$ cat config.mk
export PLATFORM = sky130hd
export DESIGN_NAME = alu_seq16_flat
export DESIGN_NICKNAME = d
export VERILOG_FILES = /design/src/rtl/alu_seq16_if.sv /design/src/rtl/alu_seq16.sv /design/src/flat_wrapper.sv
export SDC_FILE = /design/constraint.sdc
export NUM_CORES = 1
export LEC_CHECK = 0
export ABC_AREA = 1
export CAP_MARGIN = 20
export CELL_PAD_IN_SITES_DETAIL_PLACEMENT = 0
export CELL_PAD_IN_SITES_GLOBAL_PLACEMENT = 2
export CORE_ASPECT_RATIO = 1.4
export CORE_MARGIN = 4
export CORE_UTILIZATION = 33
export DETAILED_ROUTE_END_ITERATION = 10
export DONT_BUFFER_PORTS = 1
export HOLD_SLACK_MARGIN = 0.08
export PLACE_DENSITY_LB_ADDON = 0.25
export SLEW_MARGIN = 10
export SYNTH_ARGS = -nofsm -noshare
export SYNTH_HDL_FRONTEND = slang
export SYNTH_SLANG_ARGS = --single-unit
$ cat constraint.sdc
create_clock -name clk -period 1.9 [get_ports clk]
set_input_delay 0.095 -clock clk [delete_from_list [all_inputs] [get_ports clk]]
set_output_delay 0.095 -clock clk [all_outputs]
set_load 0.05 [all_outputs]
$ cat src/rtl/alu_seq16_if.sv
// Bundles the requester handshake and the narrow ALU connection of the
// nibble-serial sequencer. The slave side is the sequencer itself. The master
// side is the environment: the requester plus the 4-bit ALU.
interface alu_seq16_if #(
    parameter int NIBBLES = 4
);
    localparam int W = 4 * NIBBLES;

    logic         start;
    logic [2:0]   op;
    logic [W-1:0] A;
    logic [W-1:0] B;
    logic         CarryIn;
    logic         busy;
    logic         done;
    logic [W-1:0] Result;
    logic         CarryOut;
    logic [3:0]   ALU_A;
    logic [3:0]   ALU_B;
    logic [3:0]   ALU_Sel;
    logic         ALU_CarryIn;
    logic [3:0]   ALU_Result;
    logic         ALU_CarryOut;

    modport master (
        output start, op, A, B, CarryIn, ALU_Result, ALU_CarryOut,
        input  busy, done, Result, CarryOut, ALU_A, ALU_B, ALU_Sel, ALU_CarryIn
    );

    modport slave (
        input  start, op, A, B, CarryIn, ALU_Result, ALU_CarryOut,
        output busy, done, Result, CarryOut, ALU_A, ALU_B, ALU_Sel, ALU_CarryIn
    );
endinterface

$ cat src/rtl/alu_seq16.sv
// Nibble-serial wide ALU sequencer. It feeds one 4-bit slice per cycle,
// LSB first, into an external combinational 4-bit ALU. The ALU carry/borrow
// is chained from one slice to the next, and the wide result is assembled in
// a register. A request is accepted only in IDLE. The result appears with a
// one-cycle done pulse and is then held until the next accepted request.
module alu_seq16 #(
    parameter int NIBBLES = 4
) (
    input logic        clk,
    input logic        reset,
    alu_seq16_if.slave bus
);
    localparam int W  = 4 * NIBBLES;
    localparam int IW = $clog2(NIBBLES);

    typedef enum logic [1:0] {
        IDLE = 2'd0,
        RUN  = 2'd1,
        DONE = 2'd2
    } state_e;

    typedef enum logic [2:0] {
        OP_ADD  = 3'b000,
        OP_SUB  = 3'b001,
        OP_ADDC = 3'b010,
        OP_SUBB = 3'b011,
        OP_AND  = 3'b100,
        OP_OR   = 3'b101,
        OP_XOR  = 3'b110,
        OP_EQ   = 3'b111
    } op_e;

    state_e        state_q;
    op_e           opLat_q;
    logic [W-1:0]  aLat_q;
    logic [W-1:0]  bLat_q;
    logic [IW-1:0] idx_q;
    logic          carry_q;
    logic          eq_q;
    logic          busy_q;
    logic          done_q;
    logic [W-1:0]  result_q;
    logic          carryOut_q;

    logic [IW-1:0] idx_d;
    logic          eq_d;
    logic [W-1:0]  result_d;
    logic          isArith;
    logic          lastNibble;
    logic          startIsArith;

    logic [3:0]    aluA;
    logic [3:0]    aluB;
    logic [3:0]    aluSel;
    logic          aluCin;

    // Arithmetic ops are the four codes with op[2] clear. Only these use the
    // carry chain and report a carry/borrow out.
    assign isArith      = ~opLat_q[2];
    assign startIsArith = (bus.op == OP_ADDC) || (bus.op == OP_SUBB);
    assign lastNibble   = (idx_q == IW'(NIBBLES - 1));
    assign idx_d        = idx_q + IW'(1);
    assign eq_d         = eq_q & bus.ALU_Result[0];

    // Next wide result: the current slice replaced by this cycle's ALU output.
    always_comb begin
        result_d = result_q;
        result_d[4*idx_q +: 4] = bus.ALU_Result;
    end

    // ALU drive: the current operand slices in RUN. The ALU is parked at zero
    // in every other state so that it sees a quiet, known input.
    always_comb begin
        aluA   = 4'b0000;
        aluB   = 4'b0000;
        aluSel = 4'b0000;
        aluCin = 1'b0;
        if (state_q == RUN) begin
            aluA   = aLat_q[4*idx_q +: 4];
            aluB   = bLat_q[4*idx_q +: 4];
            aluCin = isArith ? carry_q : 1'b0;
            case (opLat_q)
                OP_ADD:  aluSel = (idx_q == '0) ? 4'b0000 : 4'b0010;
                OP_SUB:  aluSel = (idx_q == '0) ? 4'b0001 : 4'b0011;
                OP_ADDC: aluSel = 4'b0010;
                OP_SUBB: aluSel = 4'b0011;
                OP_AND:  aluSel = 4'b0100;
                OP_OR:   aluSel = 4'b0101;
                OP_XOR:  aluSel = 4'b0110;
                OP_EQ:   aluSel = 4'b1100;
                default: aluSel = 4'b0000;
            endcase
        end
    end

    // Control FSM. It latches the request, walks the slices, and produces the
    // done pulse together with the final result and carry.
    always_ff @(posedge clk) begin
        if (reset) begin
            state_q    <= IDLE;
            opLat_q    <= OP_ADD;
            aLat_q     <= '0;
            bLat_q     <= '0;
            idx_q      <= '0;
            carry_q    <= 1'b0;
            eq_q       <= 1'b1;
            busy_q     <= 1'b0;
            done_q     <= 1'b0;
            result_q   <= '0;
            carryOut_q <= 1'b0;
        end else begin
            case (state_q)
                IDLE: begin
                    if (bus.start) begin
                        opLat_q  <= op_e'(bus.op);
                        aLat_q   <= bus.A;
                        bLat_q   <= bus.B;
                        idx_q    <= '0;
                        result_q <= '0;
                        carry_q  <= startIsArith ? bus.CarryIn : 1'b0;
                        eq_q     <= 1'b1;
                        busy_q   <= 1'b1;
                        state_q  <= RUN;
                    end
                end
                RUN: begin
                    carry_q <= bus.ALU_CarryOut;
                    eq_q    <= eq_d;
                    idx_q   <= idx_d;
                    if (lastNibble) begin
                        result_q   <= (opLat_q == OP_EQ) ? W'(eq_d) : result_d;
                        carryOut_q <= isArith ? bus.ALU_CarryOut : 1'b0;
                        busy_q     <= 1'b0;
                        done_q     <= 1'b1;
                        idx_q      <= '0;
                        state_q    <= DONE;
                    end else begin
                        result_q <= result_d;
                    end
                end
                DONE: begin
                    done_q  <= 1'b0;
                    state_q <= IDLE;
                end
                default: begin
                    state_q <= IDLE;
                end
            endcase
        end
    end

    assign bus.busy        = busy_q;
    assign bus.done        = done_q;
    assign bus.Result      = result_q;
    assign bus.CarryOut    = carryOut_q;
    assign bus.ALU_A       = aluA;
    assign bus.ALU_B       = aluB;
    assign bus.ALU_Sel     = aluSel;
    assign bus.ALU_CarryIn = aluCin;
endmodule

$ cat src/flat_wrapper.sv
// flat-port wrapper written by rule: the top's interface ports become plain ports
module alu_seq16_flat 
#(
    parameter int NIBBLES = 4
)
  (clk, reset, bus_start, bus_op, bus_A, bus_B, bus_CarryIn, bus_ALU_Result, bus_ALU_CarryOut, bus_busy, bus_done, bus_Result, bus_CarryOut, bus_ALU_A, bus_ALU_B, bus_ALU_Sel, bus_ALU_CarryIn);
  alu_seq16_if #(.NIBBLES(NIBBLES)) bus_i ();
  input logic clk;
  input logic reset;
  input wire logic [$bits(bus_i.start)-1:0] bus_start;
  input wire logic [$bits(bus_i.op)-1:0] bus_op;
  input wire logic [$bits(bus_i.A)-1:0] bus_A;
  input wire logic [$bits(bus_i.B)-1:0] bus_B;
  input wire logic [$bits(bus_i.CarryIn)-1:0] bus_CarryIn;
  input wire logic [$bits(bus_i.ALU_Result)-1:0] bus_ALU_Result;
  input wire logic [$bits(bus_i.ALU_CarryOut)-1:0] bus_ALU_CarryOut;
  output wire logic [$bits(bus_i.busy)-1:0] bus_busy;
  output wire logic [$bits(bus_i.done)-1:0] bus_done;
  output wire logic [$bits(bus_i.Result)-1:0] bus_Result;
  output wire logic [$bits(bus_i.CarryOut)-1:0] bus_CarryOut;
  output wire logic [$bits(bus_i.ALU_A)-1:0] bus_ALU_A;
  output wire logic [$bits(bus_i.ALU_B)-1:0] bus_ALU_B;
  output wire logic [$bits(bus_i.ALU_Sel)-1:0] bus_ALU_Sel;
  output wire logic [$bits(bus_i.ALU_CarryIn)-1:0] bus_ALU_CarryIn;
  assign bus_i.start = bus_start;
  assign bus_i.op = bus_op;
  assign bus_i.A = bus_A;
  assign bus_i.B = bus_B;
  assign bus_i.CarryIn = bus_CarryIn;
  assign bus_i.ALU_Result = bus_ALU_Result;
  assign bus_i.ALU_CarryOut = bus_ALU_CarryOut;
  assign bus_busy = bus_i.busy;
  assign bus_done = bus_i.done;
  assign bus_Result = bus_i.Result;
  assign bus_CarryOut = bus_i.CarryOut;
  assign bus_ALU_A = bus_i.ALU_A;
  assign bus_ALU_B = bus_i.ALU_B;
  assign bus_ALU_Sel = bus_i.ALU_Sel;
  assign bus_ALU_CarryIn = bus_i.ALU_CarryIn;
  alu_seq16 #(.NIBBLES(NIBBLES)) u_core (.clk(clk), .reset(reset), .bus(bus_i));
endmodule
==> flow_summary_export.csv, run 1 <==
group,metric,value,unit
synth,ys_seq_area_frac,0.432,
critical_path,rr_startpoint,"u_core.state_q[1]",
clock_network,clockBufferDepth,2,
min_path,hold_class,"primary input to flip-flop",
floorplan,start_util,0.339,
synth,ys.flop_type,"dfxtp_1",
clock_network,cts_setup_buffers,0,
clock_network,numCtsBuffers,9,
synth,yosys.cell_types.count,24,
sta,finalHoldViolCount,0,
critical_path,crit_path_start_kind,"flip-flop",
flow_run,drv_cap,0,
sta,setup_violations,0,
floorplan,die_w,85.5,um
synth,synth-seq-cells,60,
sta,tns,0,ps
synth,synth.cells.most_frequent,"nor2_1 (111), nand2_1 (72), dfxtp_1 (60), o21ai_0 (57), a21oi_1 (33)",
place,routabilityCongestion,0.834,
place,place.detailed.hpwl,5.86,mm
sta,slew_viol_final,0,
floorplan,die_area,9970,um^2
layout,num_antenna_cells,0,
global_route,grt_max_degree,28,
layout,fin_area,3860,um^2
sta,holdWs,76.4,ps
synth,synthMostInstantiatedCell,"nor2_1",
place,dp_cells,530,
route,first_pass_iters,4,
critical_path,critPathMaxStageDelay,330,ps
floorplan,ios,76,
critical_path,crit_chain,"clkinv_1 > buf_4 > ha_1 > inv_1 > o21ai_0 > nor2_1 > buf_4",
layout,drive_above_1_share,0.138,
layout,fill_cells,845,
synth,synth_top_area_cell,"dfxtp_1",
critical_path,crit_type,"flip-flop to output pin",
floorplan,core_area,8200,um^2
sta,fin_worst_skew,3.54,ps
critical_path,required,1800,ps
critical_path,critPathSlowestCell,"dfxtp_1",
min_path,min_from,"bus_ALU_Result[3]",
sta,slew_headroom,0.355,
route,finalWirelength,8.24,mm
synth,synth_edf_count,0,
floorplan,die_h,117,um
layout,fin_nets,531,
sta,fmax,0.577,GHz
clock_network,htree_levels,3,
clock_network,cts.sinks,60,
critical_path,path_common_cell,"buf_4",
route,drc,0,
outcome,status,"completed",
global_route,antenna_found_initial,0,
synth,synth.top_cell.area_share,0.432,
critical_path,cp-end-kind,"output pin",
global_route,track_usage,0.170,
floorplan,num_rows,39,
synth,netlist_top_cells_area,"dfxtp_1 (43%), nor2_1 (15%), o21ai_0 (10%), nand2_1 (9.7%), a21oi_1 (5.9%)",
sta,tightest_slew,964,ps
layout,finalNonFillerCells,588,
power_and_ir_drop,leakage,0.00162,uW
clock_network,clock_latency,320,ps
sta,fin_crit_sh,0.911,
route,drt-initial-drc-count,82,
route,wl_per_cell,14.0,um
synth,synth_cells,411,
power_and_ir_drop,powerDensity,988,nW/um^2
route,num_vias,2772,
critical_path,startpoint,"u_core.idx_q[1]",
global_route,grt_pass1_vias,2720,
global_route,grt_pass1_wl,13.2,mm
clock_network,cts_root_buffer,"clkbuf_16",
route,via_per_inst,4.71,
synth,yosys_warnings,0,
place,io_buffers,0,
critical_path,crit_fanout,10,
clock_network,cts_tree,"yes",
synth,syn_area,2780,um^2
place,dpl_cell_area,3110,um^2
clock_network,cts.clk_slew.worst_paths,50,ps
power_and_ir_drop,peakVddDrop,0.432,mV
synth,synthArstFlopShare,0,
layout,syn2layout_area_growth,39.1,%
synth,synth_fp_nets,461,
global_route,overflow,0,
sta,period_needed,1730,ps
synth,avgSynthCellArea,6.76,um^2
critical_path,worstPathArrival,1640,ps
route,detail-route-antenna-nets,0,
sta,grt_setup_unrepaired,"false",
==> flip-flops by register name, summed over array words and instances, names as in the netlist, 2 cells and up <==
signal             count
u_core.bLat_q         16
u_core.state_q         2
u_core.idx_q           2
u_core.opLat_q         3
u_core.aLat_q         16
u_core.bus.Result     16
==> routing by layer <==
layer  vias up  part of all wire  track usage
li1       1468                 -            -
met5         -                 0            0
met3        15             0.048       0.0430
met2        67              0.50        0.306
met1      1222              0.43        0.191
met4         0             0.022       0.0686
==> power breakdown <==
group	switching (uW)	internal, uW
sequential	48.2	1340
combinational	387	224
clock	591	1220
total	1030	2790
==> what timing repair did <==
item	CTS	global route
gates resized for setup	0	0
hold buffers	42	0
hold endpoints to repair	59	0
setup endpoints to repair	0	0
==> layout make-up <==
class,count,area (um^2),share of cell area
clock inverters,5,82.6,0.0214
clock buffers,11,253,0.0654
repair buffers,81,726,0.188
multi-input cells,310,1400,0.363
inverters,19,71.3,0.0185
well taps,102,128,0.0330
flip-flops and latches,60,1200,0.311
==> through the flow <==
step	worst slack, ps	util	total power, uW
floorplan	21.2	-	1810
global placement	338	0.379	1950
detailed placement	303	0.379	1960
CTS	133	0.471	3860
global route	0.0732	0.471	3980
finish	168	0.471	3820
==> path summary, 6_finish.rpt <==
check / slack [ps] / cells past startpoint / end
worst max-delay path: 170 / 7 / bus_ALU_Sel[1]
worst min-delay path: 80 / 4 / u_core.bus.Result[15]
worst max register to register: 200 / 7 / u_core.carry_q
worst min register to register: 480 / 2 / u_core.bus.Result[14]
==> logic make-up (layout without fill, tap and decap cells) <==
logic type,Yosys count,count (layout),share of synthesized area
flops,60,60,0.432
buf+inv,41,116,0.0649
simple gates,205,205,0.295
fa+ha+maj,6,6,0.0270
compound gates,99,99,0.180
==> cell usage in the layout, fill, tap and decap left out <==
master	synthesis	final
buf_4	1	38
dlygate4sd3_1	0	42
buf_12	0	1
clkinv_2	0	1
nand2_4	1	1
nand2_2	1	1
dfxtp_1	60	60
clkbuf_16	0	9
or2_2	4	4
o21ai_1	7	7
nand3_2	1	1
nand2_1	72	72
nor2_4	1	1
nand3_1	13	13
clkinv_4	0	1
a211oi_2	0	1
bufinv_16	0	2
inv_6	0	1
o21ai_0	57	57
ha_1	6	6
clkbuf_8	0	2
nor2_1	111	111
nor3_1	1	1
inv_2	3	3
inv_1	15	15
a21oi_1	33	33
clkinv_1	1	1
a211oi_1	2	1
==> critical path, delay by kind of cell, from the launching register on <==
family | cells | cell delay [ps]
buf+inv | 4 | 580
flops | 1 | 330
fa+ha+maj | 1 | 220
simple gates | 1 | 110
compound gates | 1 | 80
(Power assumes the default switching activity.)
==> run 2, diff against run 1 <==
- REMOVE_ABC_BUFFERS: default -> 1
==> run 2 against run 1 <==
Critical path depth did not move. Global-route usage barely moved. Worst hold slack improved by 11 ps. Routed wire length fell by 1.3%. Cell area fell by 0.71%. Clock skew rose by 4.3 ps. Power fell by 5.4%. Fmax fell by 3.6%. Clock power fell by 11%. Via count rose by 0.94%. Critical endpoint unchanged. Largest power group unchanged. Highest routed layer unchanged.
==> flow_summary_export.csv, run 2 (same netlist as run 1, synthesis figures left out) <==
group,metric,value,unit
outcome,status,"completed",
floorplan,num_rows,39,
route,drc,0,
critical_path,crit_family,"buffers and inverters",
layout,mostFrequentLayoutCells,"nor2_1 (111), nand2_1 (71), dfxtp_1 (60)",
global_route,antenna_found_initial,0,
layout,layout_commonest_cell,"nor2_1",
global_route,grt_pass1_vias,2702,
power_and_ir_drop,comb_power_share,0.168,
place,dp_cells,530,
sta,period_needed,1800,ps
global_route,track_usage,0.170,
sta,slew_headroom,0.354,
sta,grt_setup_unrepaired,"true",
place,routabilityCongestion,0.785,
floorplan,die_h,117,um
route,first_pass_iters,4,
critical_path,cp.buffers_inverters,4,
route,wl_per_cell,13.8,um
route,detail-route-antenna-nets,0,
clock_network,cts_root_buffer,"clkbuf_16",
route,drt-initial-drc-count,117,
sta,fmax,0.556,GHz
flow_run,drv_cap,0,
route,finalWirelength,8.13,mm
sta,fin_worst_skew,7.80,ps
critical_path,cp-end-kind,"output pin",
clock_network,cts_tree,"yes",
power_and_ir_drop,power.switching,993,uW
sta,slew_viol_final,0,
route,wl_met2,3.96,mm
floorplan,die_w,85.5,um
critical_path,critPathMaxStageDelay,330,ps
clock_network,cts_setup_buffers,0,
layout,num_antenna_cells,0,
route,drt-met1-wl,3.55,mm
route,wl_met3,387,um
sta,holdWs,87.8,ps
power_and_ir_drop,total_power,3610,uW
critical_path,critPathSlowestCell,"dfxtp_1",
min_path,hold_class,"primary input to flip-flop",
power_and_ir_drop,peakVddDrop,0.434,mV
route,routed.top_layer,"met4",
critical_path,crit_chain,"inv_1 > buf_4 > ha_1 > inv_1 > o21ai_0 > nor2_1 > buf_4",
clock_network,cts.sinks,60,
layout,drive_above_1_share,0.136,
floorplan,start_util,0.339,
critical_path,crit_path_start_kind,"flip-flop",
power_and_ir_drop,pwr-share-clk,0.445,
critical_path,required,1800,ps
floorplan,core_area,8200,um^2
global_route,overflow,0,
power_and_ir_drop,p_int,2620,uW
floorplan,ios,76,
clock_network,clockBufferDepth,2,
sta,fin_crit_sh,0.946,
layout,utilization,0.468,
place,place.detailed.hpwl,5.48,mm
layout,syn2layout_area_growth,38.1,%
layout,finalNonFillerCells,588,
sta,setup_violations,0,
route,num_vias,2798,
sta,tns,0,ps
layout,fin_nets,531,
power_and_ir_drop,powerDensity,941,nW/um^2
power_and_ir_drop,p_sw_frac,0.275,
route,via_per_inst,4.76,
place,io_buffers,0,
clock_network,numCtsBuffers,9,
global_route,grt_max_degree,41,
critical_path,crit_fanout,7,
power_and_ir_drop,seqPwrFrac,0.387,
clock_network,clock_latency,330,ps
clock_network,htree_levels,3,
sta,finalHoldViolCount,0,
sta,tightest_slew,969,ps
floorplan,die_area,9970,um^2
global_route,grt_pass1_wl,13.2,mm
clock_network,cts.clk_slew.worst_paths,50,ps
critical_path,worstPathArrival,1700,ps
critical_path,crit_type,"flip-flop to output pin",
power_and_ir_drop,leakage,0.00162,uW
## run 2: changes by cell type in the layout (fill, tap and decap cells not counted), sizes merged
cell / change
clkinv: +1
dlymetal6s4s: +1
inv: -1
dlygate4sd3: -1
clkbuf: +1
bufinv: -1
## run 2: through the flow
| step | instance area [um^2] | worst slack (ps) |
|---|---|---|
| 4_1_cts | 3820 | 40.1 |
| 5_1_grt | 3830 | -7.40 |
| 6_report | 3830 | 103 |
| 3_5_place_dp | 3110 | 231 |
| 2_1_floorplan | 2670 | -344 |
| 3_3_place_gp | 3110 | 305 |
## run 2: power by group through the flow
stage                     registers [uW]  logic, uW  clock network (uW)
after floorplan                     1450        328                   0
after global placement              1420        529                   0
after detailed placement            1420        534                   0
after CTS                           1400        615                1640
after global routing                1400        684                1710
final                               1400        607                1610
## run 2: worst paths after layout
path / startpoint / endpoint / slack, ps / depth (start not counted)
max: u_core.idx_q[0] / bus_ALU_Sel[1] / 100 / 7
max reg2reg: u_core.idx_q[0] / u_core.bus.Result[11] / 170 / 8
min reg2reg: u_core.bLat_q[6] / u_core.bLat_q[6] / 480 / 2
min: bus_ALU_Result[1] / u_core.bus.Result[5] / 90 / 4
## run 2: layer usage
metal,vias up,global-route usage
met5,-,0
met2,68,0.299
met1,1245,0.192
li1,1465,-
met3,20,0.0374
met4,0,0.0855
## run 2: timing repair
item                                   4_1_cts  5_1_grt
setup endpoints to repair                    0        6
resized for setup                            0        4
hold buffers                                42        0
endpoints found under the hold margin       60        0
## run 2: area by class of cell
class / count / area [um^2]
Clock buffer: 12 / 246
Clock inverter: 4 / 48.8
Fill cell: 856 / 4360
Inverter: 19 / 71.3
Multi-Input combinational cell: 310 / 1400
Sequential cell: 60 / 1200
Tap cell: 102 / 128
Timing Repair Buffer: 81 / 736
## run 2: worst reg2reg max path, stage by stage (launching register included)
cell	delay, ps
dfxtp_1	330
inv_1	120
ha_1	360
inv_1	80
nor2_1	370
nand3_1	120
nand2_1	80
nand2_1	50
a21oi_1	130
